## config.mk

```make
export PLATFORM = sky130hd
export DESIGN_NAME = dpram_reader
export DESIGN_NICKNAME = d
export VERILOG_FILES = /design/src/rtl/dpram_reader.sv
export SDC_FILE = /design/constraint.sdc
export NUM_CORES = 1
export LEC_CHECK = 0
export ABC_AREA = 1
export BUFFER_PORTS_ARGS = -buffer_cell sky130_fd_sc_hd__buf_2
export CORE_ASPECT_RATIO = 0.7
export CORE_UTILIZATION = 35
export CTS_CLUSTER_SIZE = 12
export DETAILED_ROUTE_END_ITERATION = 10
export PLACE_DENSITY_LB_ADDON = 0.05
export SYNTH_ARGS = -nofsm -noshare
export SYNTH_HDL_FRONTEND = slang
export SYNTH_SLANG_ARGS = --single-unit
```

## constraint.sdc

```tcl
create_clock -name clk -period 2.7 [get_ports clk]
set_input_delay 0.135 -clock clk [delete_from_list [all_inputs] [get_ports clk]]
set_output_delay 0.135 -clock clk [all_outputs]
set_load 0.01 [all_outputs]
```

## src/rtl/dpram_reader.sv

```systemverilog
// Read-side sequencer for the byte-wide dual-port frame RAMs: walks the read
// port from a base address and streams the bytes out with first/last markers.
module dpram_reader #(
  parameter int AW = 11
) (
  input  logic          clk,
  input  logic          reset,
  input  logic          start,
  input  logic [AW-1:0] base,
  input  logic [AW:0]   len,
  output logic          busy,
  output logic          done,
  output logic [AW-1:0] ram_addr,
  input  logic [7:0]    ram_data,
  output logic [7:0]    out_data,
  output logic          out_valid,
  input  logic          out_ready,
  output logic          out_first,
  output logic          out_last
);

  typedef enum logic [1:0] {IDLE, ISSUE, DRAIN} state_t;

  localparam logic [AW:0] CNT_ONE = (AW+1)'(1);

  state_t        state_reg, state_next;
  logic [AW:0]   issue_cnt_reg, acc_cnt_reg;
  logic [AW-1:0] addr_reg;
  logic          first_pend_reg;
  logic          infl_reg, infl_first_reg, infl_last_reg;
  logic [1:0]    occ_reg;
  logic          done_reg;
  // buffer word layout: {first, last, data}; entry 0 is the stream head
  logic [9:0]    buf_reg  [2];
  logic [9:0]    buf_next [2];

  logic       accept, hs, issue, last_issue, last_hs, push, pop;
  logic [2:0] pending;
  logic [1:0] occ_pop;
  logic [9:0] in_word;

  assign accept     = (state_reg == IDLE) && start && (len != '0);
  assign out_valid  = (occ_reg != 2'd0);
  assign hs         = out_valid && out_ready;
  // bytes already owed to the buffer after this cycle's handshake
  assign pending    = 3'(occ_reg) + 3'(infl_reg) - 3'(hs);
  assign issue      = (state_reg == ISSUE) && (pending < 3'd2);
  assign last_issue = issue && (issue_cnt_reg == CNT_ONE);
  assign last_hs    = hs && (acc_cnt_reg == CNT_ONE);
  assign push       = infl_reg;
  assign pop        = hs;
  assign occ_pop    = occ_reg - {1'b0, pop};
  assign in_word    = {infl_first_reg, infl_last_reg, ram_data};

  generate
    for (genvar gi = 0; gi < 2; gi++) begin : g_buf
      if (gi == 0) begin : g_head
        assign buf_next[gi] = (push && occ_pop == 2'(gi)) ? in_word :
                              pop                         ? buf_reg[gi+1] :
                                                            buf_reg[gi];
      end else begin : g_tail
        assign buf_next[gi] = (push && occ_pop == 2'(gi)) ? in_word : buf_reg[gi];
      end
    end
  endgenerate

  always_ff @(posedge clk) begin
    if (reset) state_reg <= IDLE;
    else       state_reg <= state_next;
  end

  always_comb begin
    state_next = state_reg;
    case (state_reg)
      IDLE:    if (accept)     state_next = ISSUE;
      ISSUE:   if (last_issue) state_next = DRAIN;
      DRAIN:   if (last_hs)    state_next = IDLE;
      default:                 state_next = IDLE;
    endcase
  end

  always_comb begin
    busy = (state_reg != IDLE);
  end

  always_ff @(posedge clk) begin
    if (reset) begin
      addr_reg       <= '0;
      issue_cnt_reg  <= '0;
      acc_cnt_reg    <= '0;
      first_pend_reg <= 1'b0;
      infl_reg       <= 1'b0;
      infl_first_reg <= 1'b0;
      infl_last_reg  <= 1'b0;
      occ_reg        <= 2'd0;
      done_reg       <= 1'b0;
      for (int i = 0; i < 2; i++) buf_reg[i] <= '0;
    end else begin
      if (accept) begin
        addr_reg       <= base;
        issue_cnt_reg  <= len;
        acc_cnt_reg    <= len;
        first_pend_reg <= 1'b1;
      end else if (issue) begin
        addr_reg       <= addr_reg + AW'(1);
        issue_cnt_reg  <= issue_cnt_reg - CNT_ONE;
        first_pend_reg <= 1'b0;
      end
      if (hs) acc_cnt_reg <= acc_cnt_reg - CNT_ONE;
      infl_reg       <= issue;
      infl_first_reg <= issue && first_pend_reg;
      infl_last_reg  <= last_issue;
      occ_reg        <= occ_reg + {1'b0, push} - {1'b0, pop};
      done_reg       <= (state_reg == DRAIN) && last_hs;
      buf_reg        <= buf_next;
    end
  end

  assign done      = done_reg;
  assign ram_addr  = addr_reg;
  assign out_data  = buf_reg[0][7:0];
  assign out_first = out_valid && buf_reg[0][9];
  assign out_last  = out_valid && buf_reg[0][8];

endmodule
```

==> results of run 1 <==
cell families (layout without fill, tap and decap cells):
kind of cell / after synthesis / count (layout) / share of synthesized area
AO/OA/AOI/OAI: 61 / 61 / 0.08255
XOR/XNOR: 8 / 8 / 0.01813
adder cells (fa/ha/maj): 8 / 8 / 0.02784
buffers and inverters: 101 / 152 / 0.1233
flip-flops: 64 / 64 / 0.3315
AND/OR/NAND/NOR: 364 / 364 / 0.4166
worst max-delay path by stage:
stage | startpoint | end
after global placement | occ_reg[1] | ram_addr[6]
after detailed placement | occ_reg[1] | ram_addr[6]
after CTS | occ_reg[1] | ram_addr[6]
after floorplan | occ_reg[1] | issue_cnt_reg[8]
final | occ_reg[1] | ram_addr[4]
after global routing | occ_reg[1] | ram_addr[2]
through the flow:
stage	total power, W	setup WS, ns	std cells	instance area [um2]
global route	0.004633	0.02676	805	4536
global placement	0.002945	0.3504	789	4192
detailed placement	0.002948	0.2680	789	4192
floorplan	0.002573	0.3369	606	3865
CTS	0.004300	0.2496	805	4533
finish	0.004263	0.2740	805	4536
cell usage in the layout, fill, tap and decap left out:
| master | netlist | layout |
|---|---|---|
| sky130_fd_sc_hd__a21boi_1 | 1 | 1 |
| sky130_fd_sc_hd__a21oi_1 | 37 | 37 |
| sky130_fd_sc_hd__a31oi_1 | 1 | 1 |
| sky130_fd_sc_hd__buf_2 | 5 | 58 |
| sky130_fd_sc_hd__buf_4 | 11 | 9 |
| sky130_fd_sc_hd__bufinv_16 | 0 | 2 |
| sky130_fd_sc_hd__clkbuf_16 | 0 | 9 |
| sky130_fd_sc_hd__clkbuf_8 | 0 | 3 |
| sky130_fd_sc_hd__clkinv_2 | 1 | 1 |
| sky130_fd_sc_hd__clkinvlp_4 | 0 | 2 |
| sky130_fd_sc_hd__dfxtp_1 | 64 | 64 |
| sky130_fd_sc_hd__fa_1 | 1 | 1 |
| sky130_fd_sc_hd__ha_1 | 7 | 7 |
| sky130_fd_sc_hd__inv_1 | 66 | 66 |
| sky130_fd_sc_hd__inv_2 | 2 | 2 |
| sky130_fd_sc_hd__nand2_1 | 160 | 159 |
| sky130_fd_sc_hd__nand2_2 | 4 | 5 |
| sky130_fd_sc_hd__nand2_4 | 1 | 1 |
| sky130_fd_sc_hd__nand2_8 | 1 | 1 |
| sky130_fd_sc_hd__nand3_1 | 101 | 101 |
| sky130_fd_sc_hd__nand3_2 | 2 | 2 |
| sky130_fd_sc_hd__nand3b_1 | 2 | 2 |
| sky130_fd_sc_hd__nand4_1 | 5 | 5 |
| sky130_fd_sc_hd__nor2_1 | 78 | 78 |
| sky130_fd_sc_hd__nor2_2 | 1 | 1 |
| sky130_fd_sc_hd__nor2_4 | 3 | 3 |
| sky130_fd_sc_hd__nor2_8 | 1 | 1 |
| sky130_fd_sc_hd__nor3_1 | 2 | 2 |
| sky130_fd_sc_hd__nor4_1 | 1 | 1 |
| sky130_fd_sc_hd__o21ai_0 | 18 | 18 |
| sky130_fd_sc_hd__o21ai_1 | 1 | 1 |
| sky130_fd_sc_hd__o21ai_2 | 2 | 2 |
| sky130_fd_sc_hd__o21bai_1 | 1 | 1 |
| sky130_fd_sc_hd__or2_1 | 2 | 2 |
| sky130_fd_sc_hd__xnor2_1 | 2 | 2 |
| sky130_fd_sc_hd__xor2_1 | 6 | 6 |
final cells by class:
class | instances | area (um2) | share of cell area
Inverter | 69 | 260.3 | 0.05738
Clock buffer | 12 | 266.5 | 0.05876
Sequential cell | 64 | 1281 | 0.2825
Clock inverter | 4 | 75.07 | 0.01655
Tap cell | 148 | 185.2 | 0.04083
Multi-Input combinational cell | 441 | 2110 | 0.4651
Timing Repair Buffer | 67 | 357.8 | 0.07890
where the power goes:
group,internal [W],switching (W)
combinational,0.000581,0.00105
clock,0.000884,0.000446
sequential,0.00113,0.000167
Yosys cell counts (2+ instances only):
library cell               instances  share of area
sky130_fd_sc_hd__dfxtp_1          64           0.33
sky130_fd_sc_hd__ha_1              7          0.023
sky130_fd_sc_hd__inv_1            66          0.064
sky130_fd_sc_hd__buf_4            11          0.021
sky130_fd_sc_hd__xor2_1            6          0.014
sky130_fd_sc_hd__buf_1             3         0.0029
sky130_fd_sc_hd__o21ai_0          18          0.023
sky130_fd_sc_hd__inv_2             2         0.0019
sky130_fd_sc_hd__nor2_4            3         0.0087
sky130_fd_sc_hd__xnor2_1           2         0.0045
sky130_fd_sc_hd__clkbuf_1          7         0.0068
sky130_fd_sc_hd__nand2_1         160           0.16
sky130_fd_sc_hd__nand3b_1          2         0.0039
sky130_fd_sc_hd__buf_2             5         0.0065
sky130_fd_sc_hd__nand3_2           2         0.0052
sky130_fd_sc_hd__o21ai_2           2         0.0045
sky130_fd_sc_hd__buf_6             5          0.015
sky130_fd_sc_hd__or2_1             2         0.0032
sky130_fd_sc_hd__nor2_1           78          0.076
sky130_fd_sc_hd__nor3_1            2         0.0026
sky130_fd_sc_hd__a21oi_1          37          0.048
sky130_fd_sc_hd__nand4_1           5         0.0081
sky130_fd_sc_hd__nand3_1         101           0.13
sky130_fd_sc_hd__nand2_2           4         0.0065
metal layers:
layer	part of all wire	wire (um)	GRT usage
met1	0.53	5710	0.2997
met2	0.40	4375	0.2846
met3	0.061	663	0.04226
met4	0.0063	68	0.06078
met5	0	0	0
worst max-delay path, stage by stage (launching register included):
cell and delay, ns:
sky130_fd_sc_hd__dfxtp_1 0.36, sky130_fd_sc_hd__nor2_4 0.18, sky130_fd_sc_hd__nor2_4 0.05, sky130_fd_sc_hd__nand2_2 0.09, sky130_fd_sc_hd__o21ai_2 0.07, sky130_fd_sc_hd__ha_1 0.19
sky130_fd_sc_hd__fa_1 0.45, sky130_fd_sc_hd__nor3_1 0.22, sky130_fd_sc_hd__nand2_2 0.13, sky130_fd_sc_hd__clkinv_2 0.13, sky130_fd_sc_hd__buf_4 0.20, sky130_fd_sc_hd__nand3b_1 0.10
sky130_fd_sc_hd__nand2_1 0.06, sky130_fd_sc_hd__inv_1 0.04, sky130_fd_sc_hd__a21oi_1 0.10
==> results summary, run 1 <==
The run finished with clean final reports. The worst hold path terminates at out_data[6]. The starting DRC count in detailed routing came out at 230.

The number of design rule violations left after detail routing came out at 0. The headroom to the max-slew limit is 0.5690. The total wire length came out at 10820 um. The initial antenna violation count came out at 0. STA puts the critical path data arrival time at approximately 2.7 ns. Adding up every negative setup slack in the final design gives 0 ns. The count of H-tree levels built during CTS is 3.

The actual transition at the worst max-transition pin came out at 0.6449 ns. TritonCTS built the clock tree. The number of fill cells in the layout is approximately 1100. The class of the tightest hold or removal check is in -> reg.

The worst hold slack came out at about 0.046 ns. The total CTS buffers came out at 9. For this run, the total global-route usage over all layers was measured as 0.2006. The startpoint identified for the worst hold timing path is ram_data[6]. Synthesis produced a netlist whose cell count is about 610. The synthesized area per cell came out at about 6.4 um2.

The hold path depth came out at 3. Entering global routing, the biggest net connects between 40 and 50 pins. The first detailed-routing pass took 5 iterations. The share of the Yosys chip area taken by registers is 0.3315.

Synthesis produced a netlist with a net count of ~650. The routed wire length per instance came out at between 10 and 15 um. The number of sinks handled by clock tree synthesis came out at between 60 and 70. The number of pins exceeding their max-slew limit in the final report was 0. The count of different cell masters after synthesis is 36. The register bit total from synthesis came out at 64.

STA classifies the critical path endpoint as a register. The maximum vdd drop is between 0.4 and 0.5 mV. The I/O pin count came out at 59. The detailed-route vias per instance came out at 4.732. The time the final worst path needs with I/O delays and setup is 2.426 ns.

The count of endpoints failing hold in the final timing report is 0. The worst register-to-register path ends at ram_addr[4]. The largest buffer count on any clock path is 2. STA classifies the critical path startpoint as a register.

The number of enable flip-flop cells after synthesis is 0. The reported leakage power came out at 2.218 nW. At the end of routability-driven placement, the weighted congestion stood at a little under 0.8. The worst flop-to-flop path startpoint is occ_reg[1]. The share of post-route cells with drive strength above 1 came out at 0.1553. The area added between synthesis and finish came out at 17.35%. The number of cells upsized or downsized after cts is 0. Of the available clock period, the critical path in the final layout requires 0.8985. The overall die area is approximately 11000 um2.

The antenna diode count came out at 0. For this run the aggregate overflow at the end of global routing stands at 0. The Yosys step of the flow raised 0 warnings.

The power density over the cells is approximately 940 nW/um2. From left edge to right edge, the die measures between 100 and 150 um. The via count of the first global-routing pass came to between 3000 and 4000. The synthesized netlist occupies a cell area of approximately 3900 um2. The remaining antenna violation count is 0. Setup repair after global routing left no endpoint under its margin. The final net count came out at just under 700. The die span in y came out at between 80 and 90 um. The number of post-CTS setup repair buffers came out at 0. The total of max-cap violations is 0. The half-perimeter wire length after detailed placement is roughly 7600 um. The required time at the worst-slack endpoint came out at between 2 and 3 ns.

The clock root buffer is sky130_fd_sc_hd__clkbuf_16. The setup clock skew after layout came out at 0.006479 ns. The first global-routing pass estimated 18170 um of wire. The slack of the worst reg-to-reg path came out at 0.27 ns.

The fmax came out at 0.4122 GHz. The count of buffers added on input and output ports is 58. Among all flip-flop cells after synthesis, the most frequent one is sky130_fd_sc_hd__dfxtp_1. At the end of the flow the core is filled with cells to 0.4299. The cts-stage hold buffer count is 0. The clock-pin transition on the worst setup and hold timing paths came out at around 0.060 ns. The peak fanout along the critical path came out at 11.

The clock latency on the worst-skew pair came out at 0.33 ns. The fraction of registers with async set or reset after synthesis is 0. The length in cells of the worst reg-to-reg path is 14.

The initial standard-cell utilization of the core is 0.3663. The number of failing setup endpoints in the final timing report is 0. The standard-cell row count is 31. The routed layout has 3809 vias.

The worst setup path category is reg -> reg. The area inside the core boundary came out at between 10000 and 15000 um2.
No activity file was read; power rests on OpenSTA's default activity.
==> run 2, diff against run 1 <==
- CORE_UTILIZATION: 35 -> 30
- CTS_BUF_LIST: not set -> sky130_fd_sc_hd__clkbuf_4
==> run 2 against run 1 <==
  * Combinational power rose by 3%
  * Flip-flop and latch count did not move
  * Critical endpoint is now issue_cnt_reg[6]
  * Non-clock buffer count rose by 10
  * Total power fell by 12%
  * Sequential power barely moved
  * Setup slack got worse by 0.075 ns
==> results summary, run 2 (same netlist as run 1, synthesis figures left out) <==
The most common cell after layout, fill and taps aside is sky130_fd_sc_hd__nand2_1 (unchanged). The total of max-cap violations is 0 (unchanged). The multi-input gate area in the final layout came out at 2110 um2 (unchanged). The actual transition at the worst max-transition pin is 0.7360 ns (was 0.6449 ns). The area taken by flip-flops and latches is 1281 um2 (unchanged). The setup total negative slack is 0 ns (unchanged). The detailed-route vias per instance is 4.712 (was 4.732).

The standard-cell row count is 34 (was 31). The clock latency on the worst-skew pair was 0.43 ns (was 0.33 ns). The routed wire length per instance was 14.08 um (was 13.44 um). The maximum number of pins on one net before global-route repair is 44 (unchanged). The worst path arrival time came out at 2.83 ns (was 2.69 ns). The overall via count from detail_route came out at 3906 (was 3809). The antenna diode count was 0 (unchanged).

The endpoint type of the worst setup path is a register (unchanged). The reported leakage power came to 2.173 nW (was 2.218 nW). The half-perimeter wire length after detailed placement came out at 8343 um (was 7599 um). The number of fill cells in the layout is 1380 (was 1135).

The area added between synthesis and finish is 15.99% (was 17.35%). The number of failing setup endpoints in the final timing report was 0 (unchanged). The total CTS buffers came to 9 (unchanged). The largest buffer count on any clock path was 2 (unchanged). The number of design rule violations left after detail routing came out at 0 (unchanged). The remaining antenna violation count came out at 0 (unchanged). The count of H-tree levels built during CTS is 3 (unchanged). The peak fanout along the critical path is 8 (was 11).

The time the final worst path needs with I/O delays and setup is 2.501 ns (was 2.426 ns). The share of post-route cells with drive strength above 1 came out at 0.1484 (was 0.1553). The final core area utilization was 0.3584 (was 0.4299).

The slack of the worst reg-to-reg path is 0.20 ns (was 0.27 ns). The die span in y is 96.97 um (was 89.92 um). The ratio of final minimum period to clock period came to 0.9264 (was 0.8985). The class of the tightest hold or removal check is in -> reg (unchanged). The overall power after layout is 0.003765 W (was 0.004263 W).

Most frequent cells in the layout: sky130_fd_sc_hd__nand2_1, sky130_fd_sc_hd__nand3_1, sky130_fd_sc_hd__nor2_1, sky130_fd_sc_hd__inv_1, sky130_fd_sc_hd__dfxtp_1 (unchanged). The worst flop-to-flop path startpoint is occ_reg[1] (unchanged). The startpoint type of the worst setup path is a register (unchanged). The final weighted congestion in routability-driven placement is 0.8279 (was 0.7954). The die boundary width is 137.7 um (was 127.6 um). The count of endpoints failing hold in the final timing report came out at 0 (unchanged).

The worst hold path startpoint is base[4] (was ram_data[6]). The number of pins exceeding their max-slew limit in the final report is 0 (unchanged). The via count of the first global-routing pass is 3533 (was 3646). The maximum vdd drop came out at 0.2704 mV (was 0.4057 mV).

The area inside the core boundary came to 12510 um2 (was 10550 um2). The number of post-CTS setup repair buffers was 0 (unchanged). The I/O pin count is 59 (unchanged).

The total wire length came out at 11670 um (was 10820 um). The starting DRC count in detailed routing came out at 249 (was 230). The initial standard-cell utilization of the core is 0.3090 (was 0.3663).

The clock root buffer is sky130_fd_sc_hd__clkbuf_4 (was sky130_fd_sc_hd__clkbuf_16). The total track usage is 0.1832 (was 0.2006). The hold path depth came out at 5 (was 3). The final net count was 705 (was 695). The length in cells of the worst reg-to-reg path came out at 12 (was 14). The initial antenna violation count was 0 (unchanged).

The endpoint of the most critical register-to-register path is issue_cnt_reg[6] (was ram_addr[4]). The power density over the cells came out at 839.7 nW/um2 (was 940.0 nW/um2). The wire length of the first global-routing pass was 18850 um (was 18170 um).

The number of iterations in the first detailed-routing pass was 5 (unchanged). The setup clock skew after layout is 0.01971 ns (was 0.006479 ns). The headroom to the max-slew limit is 0.5082 (was 0.5690). The aggregate global routing overflow came out at 0 (unchanged). The fmax was 0.3998 GHz (was 0.4122 GHz). The worst setup path category was reg -> reg (unchanged). The number of sinks handled by clock tree synthesis came out at 64 (unchanged). The clock-pin transition on the worst setup and hold timing paths is 0.13 ns (was 0.06 ns). The required time at the worst-slack endpoint came out at 3.03 ns (was 2.96 ns). Result of the run: complete, no violations (unchanged). The overall die area is 13350 um2 (was 11470 um2).

The clock tree from TritonCTS was built (unchanged). The hold path endpoint is ram_addr[4] (was out_data[6]). The count of buffers from port buffering is 58 (unchanged).
run 2: cell count changes in the layout (fill, tap and decap cells not counted), sizes merged:
cell / previous run / this run
clkbuf: 12 / 9
clkinvlp: 2 / 3
dlygate4sd3: 0 / 12
clkinv: 1 / 2
buf: 67 / 65
inv: 68 / 69
run 2: what timing repair did:
action / 4_1_cts / 5_1_grt
gates resized for setup: 0 / 3
hold buffers: 12 / 0
setup endpoints to repair: 0 / 21
endpoints found under the hold margin: 20 / 0
run 2: area by class of cell:
type                            instances  share of cell area
Sequential cell                        64              0.2858
Tap cell                              162             0.04521
Clock buffer                            9             0.01507
Clock inverter                          7             0.02121
Multi-Input combinational cell        441              0.4706
Inverter                               69             0.05889
Timing Repair Buffer                   77              0.1033
run 2: how the worst max path moves through the flow:
| stage | startpoint | endpoint | slack (ns) | depth (start not counted) |
|---|---|---|---|---|
| after floorplan | occ_reg[1] | issue_cnt_reg[8] | 0.34 | 14 |
| after global placement | occ_reg[1] | state_reg[0] | 0.25 | 12 |
| after detailed placement | occ_reg[1] | state_reg[0] | 0.09 | 12 |
| after CTS | occ_reg[1] | state_reg[0] | 0.04 | 12 |
| after global routing | occ_reg[1] | issue_cnt_reg[6] | -0.008 | 12 |
| final | occ_reg[1] | issue_cnt_reg[6] | 0.20 | 12 |
run 2: power breakdown:
group	leakage [nW]	switching [W]	total, W	internal, W
clock	0.0762	0.000405	0.000780	0.000375
combinational	1.57	0.00110	0.00168	0.000584
sequential	0.524	0.000170	0.00130	0.00113
total	2.17	0.00168	0.00376	0.00209
run 2: worst max-delay path, cell delays in order, from the launching register on:
cell,delay [ns]
sky130_fd_sc_hd__dfxtp_1,0.37
sky130_fd_sc_hd__nor2_4,0.19
sky130_fd_sc_hd__nor2_4,0.05
sky130_fd_sc_hd__nand2_2,0.09
sky130_fd_sc_hd__o21ai_2,0.07
sky130_fd_sc_hd__ha_1,0.20
sky130_fd_sc_hd__fa_1,0.48
sky130_fd_sc_hd__nor3_1,0.24
sky130_fd_sc_hd__nand2_2,0.18
sky130_fd_sc_hd__nand2_2,0.22
sky130_fd_sc_hd__inv_2,0.10
sky130_fd_sc_hd__nor2_1,0.15
sky130_fd_sc_hd__nor2_1,0.06
run 2: through the flow:
step / instance area (um2) / worst slack [ns] / hold WS (ns) / cells
detailed placement: 4194 / 0.08946 / 0.3838 / 801
CTS: 4477 / 0.03804 / 0.02003 / 829
global route: 4483 / -0.008244 / 0.06056 / 829
floorplan: 3865 / 0.3369 / 0.2699 / 606
finish: 4483 / 0.1988 / 0.06173 / 829
global placement: 4194 / 0.2493 / 0.3781 / 801
run 2: per-layer routing:
metal  global-route usage  routed length, um  up-vias
met5                    0                  0        -
met4              0.03804                 92        0
met3              0.03774                558        9
met2               0.2493               4782       75
met1               0.2877               6238     1788
li1                     -                  -     2034
==> run 3, diff against run 2 <==
- CAP_MARGIN: not set -> 20
- clock period: 2.7 -> 2.05 ns (I/O delays scaled with it)
==> run 3 against run 2 <==
  * The flow now finishes with violations (setup timing)
  * Die area stayed put
  * Routed wire length increased by 2.5%
  * Clock skew about the same
==> results summary, run 3 (same netlist as run 1, synthesis figures left out) <==
The overall power after layout is 0.004875 W (was 0.003765 W). The overall die area is 13350 um2 (unchanged). The detailed-route vias per instance is 4.753 (was 4.712). The routed wire length per instance came out at 14.20 um (was 14.08 um). The headroom to the max-slew limit is 0.5532 (was 0.5082).

The clock root buffer is sky130_fd_sc_hd__clkbuf_4 (unchanged). The most common cell after layout, fill and taps aside was sky130_fd_sc_hd__nand2_1 (unchanged). The length in cells of the worst reg-to-reg path came out at 14 (was 12). The startpoint type of the worst setup path is a register (unchanged). The share of post-route cells with drive strength above 1 came out at 0.1735 (was 0.1484). The endpoint of the most critical register-to-register path is ram_addr[5] (was issue_cnt_reg[6]). The wire length of the first global-routing pass is 19420 um (was 18850 um).

The number of design rule violations left after detail routing came out at 0 (unchanged). The antenna diode count is 0 (unchanged). The critical path depth in cells is 14 (was 12).

The fmax is 0.4587 GHz (was 0.3998 GHz). The I/O pin count is 59 (unchanged). The reported leakage power is 2.239 nW (was 2.173 nW). The number of sinks handled by clock tree synthesis is 64 (unchanged). The standard-cell row count is 34 (unchanged). The initial antenna violation count came out at 0 (unchanged). The maximum number of pins on one net before global-route repair is 39 (was 44).

The maximum vdd drop is 0.3212 mV (was 0.2704 mV). The number of failing setup endpoints in the final timing report is 21 (was 0). The aggregate global routing overflow is 0 (unchanged).

The total track usage is 0.1915 (was 0.1832). The area added between synthesis and finish came out at 18.94% (was 15.99%). The master of the slowest instance on the critical path was sky130_fd_sc_hd__fa_1 (unchanged). Result of the run: finished, violations left (was complete, no violations). The initial standard-cell utilization of the core is 0.3090 (unchanged).

The number of pins exceeding their max-slew limit in the final report came out at 0 (unchanged). The clock tree from TritonCTS is built (unchanged). The clock-pin transition on the worst setup and hold timing paths came out at 0.10 ns (was 0.13 ns). The checks that failed: setup timing. The total CTS buffers is 9 (unchanged). The power density over the cells came out at 1060 nW/um2 (was 839.7 nW/um2). The count of endpoints failing hold in the final timing report is 0 (unchanged).

The overall via count from detail_route came out at 4002 (was 3906). The class of the tightest hold or removal check is in -> reg (unchanged). The required time at the worst-slack endpoint is 2.40 ns (was 3.03 ns).

The final worst-path setup slack is -0.1301 ns (was 0.1988 ns). The remaining antenna violation count came to 0 (unchanged). The largest buffer count on any clock path came out at 2 (unchanged). The number of fill cells in the layout is 1366 (was 1380). The worst flop-to-flop path startpoint is occ_reg[0] (was occ_reg[1]).

The clock latency on the worst-skew pair came to 0.43 ns (about the same). The sum of buffers and inverters on the critical path is 3 (was 1). The via count of the first global-routing pass was 3701 (was 3533).

The half-perimeter wire length after detailed placement is 8722 um (was 8343 um). The worst setup path category is reg -> reg (unchanged). The endpoint type of the worst setup path is a register (unchanged). The actual transition at the worst max-transition pin is 0.6695 ns (was 0.7360 ns).

The final weighted congestion in routability-driven placement came out at 0.8609 (was 0.8279). The final net count came out at 721 (was 705). The pre-CTS worst setup slack is -0.1913 ns (was 0.08946 ns). The total of max-cap violations is 0 (unchanged). The stage delay of the slowest cell on the critical path was 0.47 ns (was 0.48 ns). The ratio of final minimum period to clock period is 1.063 (was 0.9264). The starting DRC count in detailed routing is 236 (was 249). The die boundary width was 137.7 um (unchanged). The time the final worst path needs with I/O delays and setup is 2.180 ns (was 2.501 ns). The setup clock skew after layout came to 0.01946 ns (was 0.01971 ns). The area inside the core boundary is 12510 um2 (unchanged).

The total wire length came out at 11960 um (was 11670 um). The die span in y is 96.97 um (unchanged). The worst path arrival time is 2.53 ns (was 2.83 ns). The peak fanout along the critical path was 5 (was 8). Most frequent cells in the layout: sky130_fd_sc_hd__nand2_1, sky130_fd_sc_hd__nand3_1, sky130_fd_sc_hd__nor2_1, sky130_fd_sc_hd__inv_1, sky130_fd_sc_hd__dfxtp_1 (unchanged). Setup repair after global routing could not meet its margin everywhere. The final core area utilization came out at 0.3675 (was 0.3584). The count of buffers from port buffering was 58 (unchanged). The destination of the critical timing path is ram_addr[5] (was issue_cnt_reg[6]). The slack of the worst reg-to-reg path is -0.13 ns (was 0.20 ns). The count of H-tree levels built during CTS came out at 3 (unchanged).

The family with the most delay on the worst path is simple AND/OR/NAND/NOR gates (unchanged). Crit-path cells: nor2_4 -> nor2_4 -> nand2_2 -> o21ai_2 -> ha_4 -> fa_1 -> nor3_2 -> nand2_2 -> clkinv_2 -> buf_6 -> nand3_1 -> nand2_1 -> inv_1 -> a21oi_1 (was nor2_4 -> nor2_4 -> nand2_2 -> o21ai_2 -> ha_1 -> fa_1 -> nor3_1 -> nand2_2 -> nand2_2 -> inv_2 -> nor2_1 -> nor2_1). The launching instance or port of the critical path was occ_reg[0] (was occ_reg[1]).

The number of iterations in the first detailed-routing pass is 5 (unchanged).
run 3: worst min path at each step:
stage	start	end	slack, ns	cells after the start
final	base[3]	ram_addr[3]	0.04	5
after global routing	base[3]	ram_addr[3]	0.02	5
after CTS	base[1]	ram_addr[1]	0.009	5
after detailed placement	ram_data[0]	out_data[0]	0.35	3
after global placement	ram_data[7]	out_data[7]	0.35	3
after floorplan	ram_data[0]	out_data[0]	0.24	2
run 3: cell type report:
type	count	area, um2	area share
inverter	69	260.3	0.05661
multi-input combinational	441	2141	0.4657
tap	162	202.7	0.04409
clock inverter	3	12.51	0.002722
timing repair buffer	93	621.8	0.1353
sequential	64	1284	0.2793
clock buffer	10	75.07	0.01633
run 3: timing repair:
item,in CTS,in global routing
setup endpoints to repair,28,38
hold buffers,13,0
cloned,2,0
hold endpoints to repair,21,0
gates resized for setup,7,3
pin swaps,2,3
buffers inserted,2,0
run 3: through the flow:
stage          instances  cell area, um2  hold WS, ns  setup TNS (ns)
2_1_floorplan        606            3892       0.2374          -3.324
3_3_place_gp         812            4322       0.3468          -2.080
3_5_place_dp         812            4322       0.3522          -2.859
4_1_cts              842            4588     0.009362          -1.773
5_1_grt              842            4597      0.02137          -4.703
6_report             842            4597      0.03535          -1.578
run 3: power breakdown:
group | leakage [nW] | internal, W | switching [W]
combinational | 1.66 | 0.000944 | 0.00151
sequential | 0.525 | 0.00149 | 0.000233
clock | 0.0531 | 0.000234 | 0.000459
run 3: metal layers:
layer | global-route usage | routed length [um]
met1 | 0.2956 | 6440
met2 | 0.2598 | 4779
met3 | 0.04403 | 596
met4 | 0.04818 | 141
met5 | 0 | 0
run 3: tightest hold or removal path: stages:
cell                      delay [ns]
sky130_fd_sc_hd__buf_2          0.10
sky130_fd_sc_hd__nand3_1        0.07
sky130_fd_sc_hd__nand2_1        0.05
sky130_fd_sc_hd__inv_1          0.04
sky130_fd_sc_hd__a21oi_1        0.05
